[src/rtl/mem_req_ctrl.sv]
// mem_req_ctrl
// Request/response front-end for a small register memory (DEPTH x DATA_W).
// After reset it writes FILL_VAL to every location. It then accepts one
// read or write at a time over a valid/ready request channel, drives the
// memory port, and returns read data over a valid/ready response channel.
//
// Ports:
//   clk, reset             clock (rising edge), async active-high reset
//   req_valid/req_ready    request handshake
//   req_we                 1 = write, 0 = read
//   req_addr, req_wdata    request address and write data
//   rsp_valid/rsp_ready    read response handshake
//   rsp_addr, rsp_rdata    address and data of the returned read
//   init_done              high once the fill sequence has finished
//   mem_addr, mem_wr_en,   memory port (all registered outputs)
//   mem_rd_en, mem_wdata
//   mem_rdata              memory read data, valid one cycle after mem_rd_en
module mem_req_ctrl #(
    parameter int                ADDR_W   = 2,
    parameter int                DATA_W   = 8,
    parameter logic [DATA_W-1:0] FILL_VAL = 8'hFF
) (
    input  logic              clk,
    input  logic              reset,
    input  logic              req_valid,
    output logic              req_ready,
    input  logic              req_we,
    input  logic [ADDR_W-1:0] req_addr,
    input  logic [DATA_W-1:0] req_wdata,
    output logic              rsp_valid,
    input  logic              rsp_ready,
    output logic [ADDR_W-1:0] rsp_addr,
    output logic [DATA_W-1:0] rsp_rdata,
    output logic              init_done,
    output logic [ADDR_W-1:0] mem_addr,
    output logic              mem_wr_en,
    output logic              mem_rd_en,
    output logic [DATA_W-1:0] mem_wdata,
    input  logic [DATA_W-1:0] mem_rdata
);

    localparam int DEPTH = 2 ** ADDR_W;

    // init_cnt is one bit wider than the address so it can reach DEPTH,
    // which marks the edge that ends the fill sequence.
    localparam logic [ADDR_W:0] INIT_END = (ADDR_W + 1)'(DEPTH);

    typedef enum logic [2:0] {
        INIT,
        IDLE,
        WR,
        RD,
        CAP,
        RSP
    } state_t;

    state_t            state;
    state_t            state_nxt;
    logic [ADDR_W:0]   init_cnt;
    logic [ADDR_W:0]   init_cnt_nxt;
    logic [ADDR_W-1:0] mem_addr_nxt;
    logic              mem_wr_en_nxt;
    logic              mem_rd_en_nxt;
    logic [DATA_W-1:0] mem_wdata_nxt;
    logic              rsp_valid_nxt;
    logic [ADDR_W-1:0] rsp_addr_nxt;
    logic [DATA_W-1:0] rsp_rdata_nxt;
    logic              init_done_nxt;

    // Decoded from the state register alone so there is no combinational
    // path from the request inputs back to req_ready.
    assign req_ready = (state == IDLE);

    // State and every output register; everything clears on reset, which
    // drops any in-flight request or pending response.
    always_ff @(posedge clk or posedge reset) begin
        if (reset) begin
            state     <= INIT;
            init_cnt  <= '0;
            mem_addr  <= '0;
            mem_wr_en <= 1'b0;
            mem_rd_en <= 1'b0;
            mem_wdata <= '0;
            rsp_valid <= 1'b0;
            rsp_addr  <= '0;
            rsp_rdata <= '0;
            init_done <= 1'b0;
        end else begin
            state     <= state_nxt;
            init_cnt  <= init_cnt_nxt;
            mem_addr  <= mem_addr_nxt;
            mem_wr_en <= mem_wr_en_nxt;
            mem_rd_en <= mem_rd_en_nxt;
            mem_wdata <= mem_wdata_nxt;
            rsp_valid <= rsp_valid_nxt;
            rsp_addr  <= rsp_addr_nxt;
            rsp_rdata <= rsp_rdata_nxt;
            init_done <= init_done_nxt;
        end
    end

    // Next-state and next-output logic. Every register holds its value by
    // default, so mem_addr/mem_wdata keep their last values while the
    // enables are low and the response stays stable while waiting in RSP.
    always_comb begin
        state_nxt     = state;
        init_cnt_nxt  = init_cnt;
        mem_addr_nxt  = mem_addr;
        mem_wr_en_nxt = mem_wr_en;
        mem_rd_en_nxt = mem_rd_en;
        mem_wdata_nxt = mem_wdata;
        rsp_valid_nxt = rsp_valid;
        rsp_addr_nxt  = rsp_addr;
        rsp_rdata_nxt = rsp_rdata;
        init_done_nxt = init_done;

        case (state)
            INIT: begin
                if (init_cnt == INIT_END) begin
                    mem_wr_en_nxt = 1'b0;
                    init_done_nxt = 1'b1;
                    state_nxt     = IDLE;
                end else begin
                    mem_wr_en_nxt = 1'b1;
                    mem_addr_nxt  = init_cnt[ADDR_W-1:0];
                    mem_wdata_nxt = FILL_VAL;
                    init_cnt_nxt  = init_cnt + 1'b1;
                end
            end

            IDLE: begin
                if (req_valid) begin
                    mem_addr_nxt = req_addr;
                    if (req_we) begin
                        mem_wr_en_nxt = 1'b1;
                        mem_wdata_nxt = req_wdata;
                        state_nxt     = WR;
                    end else begin
                        mem_rd_en_nxt = 1'b1;
                        state_nxt     = RD;
                    end
                end
            end

            // Writes are posted: one cycle of wr_en and straight back to idle.
            WR: begin
                mem_wr_en_nxt = 1'b0;
                state_nxt     = IDLE;
            end

            // The memory samples the read on this edge; its data shows up
            // on mem_rdata during CAP.
            RD: begin
                mem_rd_en_nxt = 1'b0;
                state_nxt     = CAP;
            end

            CAP: begin
                rsp_rdata_nxt = mem_rdata;
                rsp_addr_nxt  = mem_addr;
                rsp_valid_nxt = 1'b1;
                state_nxt     = RSP;
            end

            RSP: begin
                if (rsp_ready) begin
                    rsp_valid_nxt = 1'b0;
                    state_nxt     = IDLE;
                end
            end

            default: begin
                state_nxt = INIT;
            end
        endcase
    end

endmodule

[config.mk]
export PLATFORM = sky130hd
export DESIGN_NAME = mem_req_ctrl
export DESIGN_NICKNAME = d
export VERILOG_FILES = /design/src/rtl/mem_req_ctrl.sv
export SDC_FILE = /design/constraint.sdc
export NUM_CORES = 1
export LEC_CHECK = 0
export ABC_CLOCK_PERIOD_IN_PS = 4600
export BUFFER_PORTS_ARGS = -buffer_cell sky130_fd_sc_hd__buf_2
export CAP_MARGIN = 20
export CORE_ASPECT_RATIO = 1.1
export CORE_MARGIN = 2
export CORE_UTILIZATION = 35
export DETAILED_ROUTE_END_ITERATION = 8
export MAX_ROUTING_LAYER = met4
export SLEW_MARGIN = 0
export SYNTH_ARGS = -nofsm -noshare
export SYNTH_HDL_FRONTEND = slang
export SYNTH_SLANG_ARGS = --single-unit
[constraint.sdc]
create_clock -name clk -period 4.6 [get_ports clk]
set_input_delay 0.46 -clock clk [delete_from_list [all_inputs] [get_ports clk]]
set_output_delay 0.46 -clock clk [all_outputs]
set_load 0.01 [all_outputs]
==> results.cfg, run 1 <==
[sta]
worst_pin_slew_ns = 0.562
fmax_mhz = 556
slew-limit-headroom_pct = 62.5
timing.final.crit_share_pct = 39.1
rsz0062_at_grt = false
maxSlewViolCount = 0
final-setup-viol-count = 0
final.setup.tns_ns = 0
fin_crit_ns = 1.80
fin_skew_ns = 0.00304
finalHoldViolCount = 0

[cells_and_area]
syn_to_final_growth_pct = 31.1
diodes = 0
fillerInstances = 342
drive_gt1_share_pct = 48.3
final_nets = 173
register_area_um2 = 751
multiInputGateArea_um2 = 503

[placed_design]
gp_congestion = 0.781
place_hpwl_um = 1910
io_buffers = 47

[synth]
syn-num-nets = 121
ys_seq_area_share_pct = 58.1
synth.distinct_cells = 31
synth_edf_count = 0
yosys_warnings = 0
avgSynthCellArea_um2 = 13.5
syn_inst = 96
synth_ff_type = dfrtp_1
syn_area_mm2 = 0.00129
synth_seq_cells = 30
synthArstFlopShare_pct = 100

[die]
die_area_mm2 = 0.00419
io_pins = 48
core_area_mm2 = 0.00360
die_y_um = 67.7
rows = 23
start_util_pct = 35.9
die_x_um = 61.9

[clock_network]
clock_path_buffers = 2
clk_pin_slew_ns = 0.06
root_buffer = clkbuf_8
hold_buffers = 0
cts_htree_levels = 2
cts_sinks = 30
cts_setup_buffers = 0
cts_tree = built
cts_buffers = 5
cts-resized-gates = 0
clock_latency_ns = 0.28

[critical_path]
start_kind = register
timing.rr.end = mem_wdata[2]
cp-end-kind = output pin
ff2ff_setup_slack_ns = 2.95
r2r_start = init_cnt[0]
crit_fanout = 11
critical_path_class = register to output pin
rr_worst_depth = 5
arrival_ns = 1.34
required_ns = 4.14

[global_route]
antenna_found_initial = 0
overflow = 0
grt_max_degree = 31
grt_usage_pct = 14.0
grt_pass1_wl_um = 4080
first_global_vias = 908

[worst_hold_path]
hold_class = input port to async pin

[route]
first_pass_iters = 4
routed-via-count = 951
post_drt_via_cell_ratio = 4.78
drc = 0
final_antenna_net_count = 0
drtIter0Drc = 51
wl_per_cell_um = 13.4
wirelength_um = 2670

[power]
fin_total_pwr_mw = 1.21
leakage_nw = 0.771
peakVddDrop_mv = 0.218
powerDensity_mw_per_mm2 = 712

[status]
status = finished, final reports clean

[run]
drv_cap = 0
-- per-stage QoR --
step | area (um2) | worst slack, ns | utilization [%] | hold slack (ns) | instances
after detailed placement | 1570 | 2.91 | 43.8 | 0.448 | 190
after floorplan | 1290 | 3.12 | - | 0.493 | 96
after CTS | 1670 | 2.78 | 46.3 | 0.401 | 198
after global routing | 1690 | 2.72 | 47.1 | 0.174 | 199
final | 1690 | 2.80 | 47.1 | 0.148 | 199
after global placement | 1570 | 2.98 | 43.8 | 0.457 | 190
-- report_power, final --
part	switching (mW)	internal [mW]
clock network	0.0941	0.120
logic	0.243	0.256
registers	0.101	0.391
total	0.438	0.767
-- area by class of cell --
| cell class | count | share of cell area, % |
|---|---|---|
| clock buffer | 7 | 5.10 |
| multi-input combinational | 58 | 29.7 |
| tap | 50 | 3.70 |
| inverter | 4 | 0.887 |
| clock inverter | 1 | 0.296 |
| sequential | 30 | 44.3 |
| timing repair buffer | 49 | 16.0 |
-- cell usage in the layout (no fill, tap or decap), drive strengths merged --
cell type / count
clkinv: 1
a22o: 1
nand3b: 2
o2bb2ai: 1
ha: 2
o21ai: 1
o21bai: 1
nand2: 5
or2: 1
a21o: 3
clkbuf: 7
o22a: 8
buf: 49
nand2b: 1
nor2: 1
mux2: 11
inv: 4
nor2b: 2
xnor2: 1
nand3: 2
a21oi: 4
nor3b: 2
and3b: 1
a32o: 1
a31oi: 2
nor3: 1
dfrtp: 30
a2111oi: 2
and2: 1
mux2i: 1
-- cells by family (layout without fill, tap and decap cells) --
group / count (synthesis) / after routing / share of synthesized area [%]
DFF: 30 / 30 / 58.1
muxes: 12 / 12 / 10.4
buffers and inverters: 8 / 61 / 2.91
and+or+nand+nor: 19 / 19 / 8.91
adders and majority gates: 2 / 2 / 1.94
AOI/OAI and AO/OA: 24 / 24 / 17.1
xor gates and xnor gates: 1 / 1 / 0.678
-- worst max-delay path, cell delays in order (launching register included) --
cell and delay, ns:
dfrtp_1 0.58, nor3b_2 0.31, buf_2 0.18
-- how the worst max path moves through the flow --
stage | from | slack (ns) | end
floorplan | init_cnt[0] | 3.12 | mem_wdata[0]
global placement | init_cnt[0] | 2.98 | mem_wdata[2]
detailed placement | init_cnt[0] | 2.91 | mem_wdata[2]
CTS | state[0] | 2.78 | req_ready
global route | state[0] | 2.72 | req_ready
finish | state[0] | 2.80 | req_ready
-- sequential cells by signal (all words and copies together) (netlist names), 2 cells and up --
register and count:
init_cnt 3, mem_addr 2, mem_wdata 8, rsp_addr 2, rsp_rdata 8, state 3
-- per-layer routing --
layer / up-vias / part of all wire, % / track usage (%)
met2: 21 / 52 / 21.3
li1: 451 / - / -
met3: 4 / 4.0 / 5.17
met4: 0 / 1.1 / 5.59
met1: 475 / 43 / 16.6
met5: - / 0 / -
-- cells in the mapped netlist (2+ instances only) --
| library cell | count | area [um2] |
|---|---|---|
| nor2b_1 | 2 | 12.5 |
| nand2_1 | 4 | 15.0 |
| buf_2 | 3 | 15.0 |
| nand3_1 | 2 | 10.0 |
| nand3b_1 | 2 | 15.0 |
| mux2_2 | 11 | 124 |
| inv_1 | 4 | 15.0 |
| a31oi_1 | 2 | 12.5 |
| ha_1 | 2 | 25.0 |
| a21o_1 | 3 | 22.5 |
| dfrtp_1 | 30 | 751 |
| o22a_1 | 8 | 70.1 |
| a21oi_1 | 4 | 20.0 |
| a2111oi_4 | 2 | 55.1 |
Power figures use the tool's default switching activity.
==> inputs of run 2 (changes only) <==
--- a/config.mk
+++ b/config.mk
@@ -5,7 +5,7 @@
 export SDC_FILE = /design/constraint.sdc
 export NUM_CORES = 1
 export LEC_CHECK = 0
-export ABC_CLOCK_PERIOD_IN_PS = 4600
+export ABC_CLOCK_PERIOD_IN_PS = 1750
 export BUFFER_PORTS_ARGS = -buffer_cell sky130_fd_sc_hd__buf_2
 export CAP_MARGIN = 20
 export CORE_ASPECT_RATIO = 1.1
==> constraint.sdc (replaced) <==
create_clock -name clk -period 1.75 [get_ports clk]
set_input_delay 0.175 -clock clk [delete_from_list [all_inputs] [get_ports clk]]
set_output_delay 0.175 -clock clk [all_outputs]
set_load 0.01 [all_outputs]
==> run 2 against run 1 <==
Effect of this change: sequential share of layout area fell by 0.52 points; cell area grew 1.2%; sequential power increased to 2.6 times the previous value; first-iteration DRC count shrank 16%; total power rose to 2.7 times the previous value; hold slack worse by 0.019 ns; sequential cell count is the same; clock power rose to 2.6 times the previous value; largest cell class unchanged; largest power group unchanged.
==> results.cfg, run 2 (synthesis results as in run 1) <==
[cells_and_area]
final_cell_mix = buf_2, dfrtp_1, mux2_2
final_nets = 178
largestRegisters = mem_wdata: 8 flops, rsp_rdata: 8 flops
final_cells = 204
register_area_um2 = 751
fillerInstances = 342
syn_to_final_growth_pct = 32.7
drive_gt1_share_pct = 49.4
layout_commonest_cell = buf_2
diodes = 0
multiInputGateArea_um2 = 503

[route]
wirelength_um = 2590
routed-via-count = 937
drtIter0Drc = 43
wl_per_cell_um = 12.7
first_pass_iters = 4
drc = 0
final_antenna_net_count = 0
post_drt_via_cell_ratio = 4.59

[placed_design]
io_buffers = 47
dp.cells = 194
gp_congestion = 0.710
place_hpwl_um = 1950

[sta]
maxSlewViolCount = 0
final.setup.tns_ns = 0
timing.final.crit_share_pct = 93.1
rsz0062_at_grt = false
slew-limit-headroom_pct = 68.2
holdWs_ns = 0.129
final-setup-viol-count = 0
worst_pin_slew_ns = 0.477
fmax_mhz = 614
fin_skew_ns = 0.00304
finalHoldViolCount = 0
fin_crit_ns = 1.63

[global_route]
grt_max_degree = 31
antenna_found_initial = 0
first_global_vias = 948
overflow = 0
grt_pass1_wl_um = 4250
grt_usage_pct = 14.5

[die]
die_x_um = 61.9
io_pins = 48
die_area_mm2 = 0.00419
rows = 23
start_util_pct = 35.9
core_area_mm2 = 0.00360
die_y_um = 67.7

[clock_network]
cts_sinks = 30
cts_htree_levels = 2
cts_buffers = 5
clock_path_buffers = 2
root_buffer = clkbuf_8
clock_latency_ns = 0.28
cts_tree = built
clk_pin_slew_ns = 0.06

[power]
pwr-share-comb_pct = 42.8
peakVddDrop_mv = 0.571
p_sw_share_pct = 35.3
leakage_nw = 0.787
p_int_mw = 2.07
pwr-share-seq_pct = 40.1
powerDensity_mw_per_mm2 = 1870
p_switching_mw = 1.13
fin_total_pwr_mw = 3.20
clkPwrFrac_pct = 17.1

[critical_path]
slowest_stage = dfrtp_1
crit_fanout = 9
start_kind = register
worstPathCellList = inv_1 -> ha_1 -> and3b_1 -> a2111oi_4 -> buf_4 -> o22a_1
critical_path_class = register to register
arrival_ns = 1.84
required_ns = 1.96
cp-end-kind = register
cpPeakStageDelay_ns = 0.35

[run]
drv_cap = 0

[worst_hold_path]
hold_class = input port to register

[status]
status = finished, final reports clean
-- run 2: timing repair --
| item | CTS | global route |
|---|---|---|
| setup buffers | 0 | 1 |
| gates resized for setup | 0 | 0 |
| hold buffers | 1 | 0 |
| endpoints found under the hold margin | 30 | 0 |
| endpoints found under the setup margin | 0 | 8 |
-- run 2: path summary, 6_finish.rpt --
path / cells past startpoint / slack [ns] / startpoint / to
min in group asynchronous: 4 / 0.51 / reset / rsp_rdata[0]
worst max register to register: 6 / 0.12 / init_cnt[0] / mem_wdata[7]
worst min-delay path: 2 / 0.13 / mem_rdata[3] / rsp_rdata[3]
max in group asynchronous: 4 / 0.95 / reset / rsp_addr[0]
worst max-delay path: 6 / 0.12 / init_cnt[0] / mem_wdata[7]
worst min register to register: 1 / 0.47 / init_done / init_done
-- run 2: stage by stage --
stage	setup slack [ns]	instance area, um2	utilization, %
finish	0.121	1710	47.6
global route	0.00892	1710	47.6
CTS	0.0245	1710	47.4
detailed placement	0.0382	1600	44.6
global placement	0.130	1600	44.6
floorplan	0.268	1290	-
-- run 2: layout make-up --
cell class,count,share of cell area (%)
Clock inverter,1,0.292
Sequential cell,30,43.8
Clock buffer,7,5.04
Inverter,4,0.877
Multi-Input combinational cell,58,29.4
Tap cell,50,3.65
Timing Repair Buffer,54,16.9
-- run 2: routing by layer --
metal | GRT usage, % | part of all wire (%) | vias up | wire length [um]
met5 | - | 0 | - | 0
met4 | 7.98 | 2.7 | 0 | 71
met3 | 3.64 | 3.5 | 6 | 91
met2 | 22.9 | 51 | 22 | 1310
met1 | 16.5 | 43 | 448 | 1120
li1 | - | - | 461 | -
-- run 2: critical path, delay by kind of cell, from the launching register on --
kind | cells | cell delay, ns
AO/OA/AOI/OAI | 2 | 0.41
adder cells (fa/ha/maj) | 1 | 0.27
buffers and inverters | 2 | 0.29
flip-flops | 1 | 0.35
AND/OR/NAND/NOR | 1 | 0.23
-- run 2: power by group through the flow --
stage          registers, mW  logic, mW  clock network [mW]
4_1_cts                 1.28       1.38               0.572
3_5_place_dp            1.29       1.38                   0
2_1_floorplan           1.34      0.831                   0
5_1_grt                 1.34       1.54               0.600
3_3_place_gp            1.29       1.34                   0
6_report                1.28       1.37               0.549
==> inputs of run 3 (changes only) <==
--- a/config.mk
+++ b/config.mk
@@ -13,7 +13,8 @@
 export CORE_UTILIZATION = 35
 export DETAILED_ROUTE_END_ITERATION = 8
 export MAX_ROUTING_LAYER = met4
-export SLEW_MARGIN = 0
+export REMOVE_ABC_BUFFERS = 1
+export SLEW_MARGIN = 20
 export SYNTH_ARGS = -nofsm -noshare
 export SYNTH_HDL_FRONTEND = slang
 export SYNTH_SLANG_ARGS = --single-unit
==> run 3 against run 2 <==
Effect of this change: utilization unchanged; largest power group unchanged; sequential share of layout area unchanged; first-iteration DRC count increased by 9.3%; register-to-register slack improved by 0.08 ns; non-clock buffer count unchanged; global-route usage increased by 0.43 points.
==> results.cfg, run 3 (synthesis results as in run 1) <==
[route]
post_drt_via_cell_ratio = 4.67
drc = 0
wl_per_cell_um = 13.4
wirelength_um = 2730
routed-via-count = 952
drtIter0Drc = 47
first_pass_iters = 4
final_antenna_net_count = 0

[clock_network]
cts_sinks = 30
root_buffer = clkbuf_8
cts_buffers = 5
clk_pin_slew_ns = 0.06
clock_latency_ns = 0.28
cts_tree = built
clock_path_buffers = 2
cts_htree_levels = 2

[sta]
maxSlewViolCount = 0
rsz0062_at_grt = false
final-setup-viol-count = 0
finalHoldViolCount = 0
slew-limit-headroom_pct = 70.5
fin_crit_ns = 1.55
worst_pin_slew_ns = 0.442
fin_skew_ns = 0.00485
fmax_mhz = 647
timing.final.crit_share_pct = 88.4

[die]
die_area_mm2 = 0.00419
io_pins = 48
rows = 23
die_y_um = 67.7
core_area_mm2 = 0.00360
die_x_um = 61.9
start_util_pct = 35.9

[global_route]
antenna_found_initial = 0
grt_usage_pct = 14.9
grt_pass1_wl_um = 4290
overflow = 0
first_global_vias = 954
grt_max_degree = 31

[power]
leakage_nw = 0.787
fin_total_pwr_mw = 3.24
peakVddDrop_mv = 0.781
powerDensity_mw_per_mm2 = 1890

[critical_path]
slowest_stage = dfrtp_1
worstPathCellList = inv_1 -> ha_1 -> and3b_1 -> a2111oi_4 -> buf_4 -> o22a_1
critPathBufInv = 2
required_ns = 1.91
critical_path_class = register to register
crit_fanout = 9
arrival_ns = 1.71
cpPeakStageDelay_ns = 0.38
start_kind = register
cpLargestDelayFamily = flip-flops
cp-end-kind = register

[cells_and_area]
final_nets = 178
largestRegisters = mem_wdata: 8 flops, rsp_rdata: 8 flops
diodes = 0
layout_commonest_cell = buf_2
final_cell_mix = buf_2, dfrtp_1, mux2_2
finish.instance_area_mm2 = 0.00171
syn_to_final_growth_pct = 32.7
drive_gt1_share_pct = 49.4

[placed_design]
place_hpwl_um = 2070
io_buffers = 47
gp_congestion = 0.718
dpl_cell_area_mm2 = 0.00161

[status]
status = finished, final reports clean

[run]
drv_cap = 0

[worst_hold_path]
hold_class = input port to register
run 3: area by class of cell:
class,instances,area (um2)
Inverter,4,15.0
Fill cell,354,1880
Clock buffer,7,86.3
Sequential cell,30,751
Clock inverter,1,5.00
Multi-Input combinational cell,58,503
Tap cell,50,62.6
Timing Repair Buffer,54,290
run 3: path summary, 6_finish.rpt:
kind / start / to / slack [ns] / cells past startpoint
max reg2reg: init_cnt[0] / mem_wdata[1] / 0.20 / 6
max: init_cnt[0] / mem_wdata[1] / 0.20 / 6
min reg2reg: rsp_valid / rsp_valid / 0.47 / 1
min in group asynchronous: reset / rsp_rdata[2] / 0.53 / 4
min: mem_rdata[1] / rsp_rdata[1] / 0.13 / 2
max in group asynchronous: reset / mem_wdata[2] / 0.95 / 4
run 3: what timing repair did:
item,in CTS,in global routing
hold endpoints to repair,30,0
hold buffers,1,0
gates resized for setup,0,0
setup buffers,0,0
endpoints found under the setup margin,0,0
run 3: power by group:
group	leakage, nW	switching [mW]	internal, mW
registers	0.338	0.246	1.03
clock network	0.0482	0.244	0.316
logic	0.401	0.673	0.727
run 3: layer usage:
layer,wire [um],GRT usage [%],up-vias
met5,0,-,-
met4,16,3.99,0
met3,135,5.17,2
met2,1420,25.0,32
met1,1160,16.7,459
li1,-,-,459
run 3: through the flow:
step	utilization, %	TNS, ns	worst slack, ns	hold slack [ns]	std cells
floorplan	-	-2.47	-0.247	0.266	92
detailed placement	44.8	0	0.217	0.266	195
global route	47.6	0	0.134	0.122	204
finish	47.6	0	0.203	0.127	204
global placement	44.8	0	0.266	0.260	195
CTS	47.6	0	0.200	0.120	204
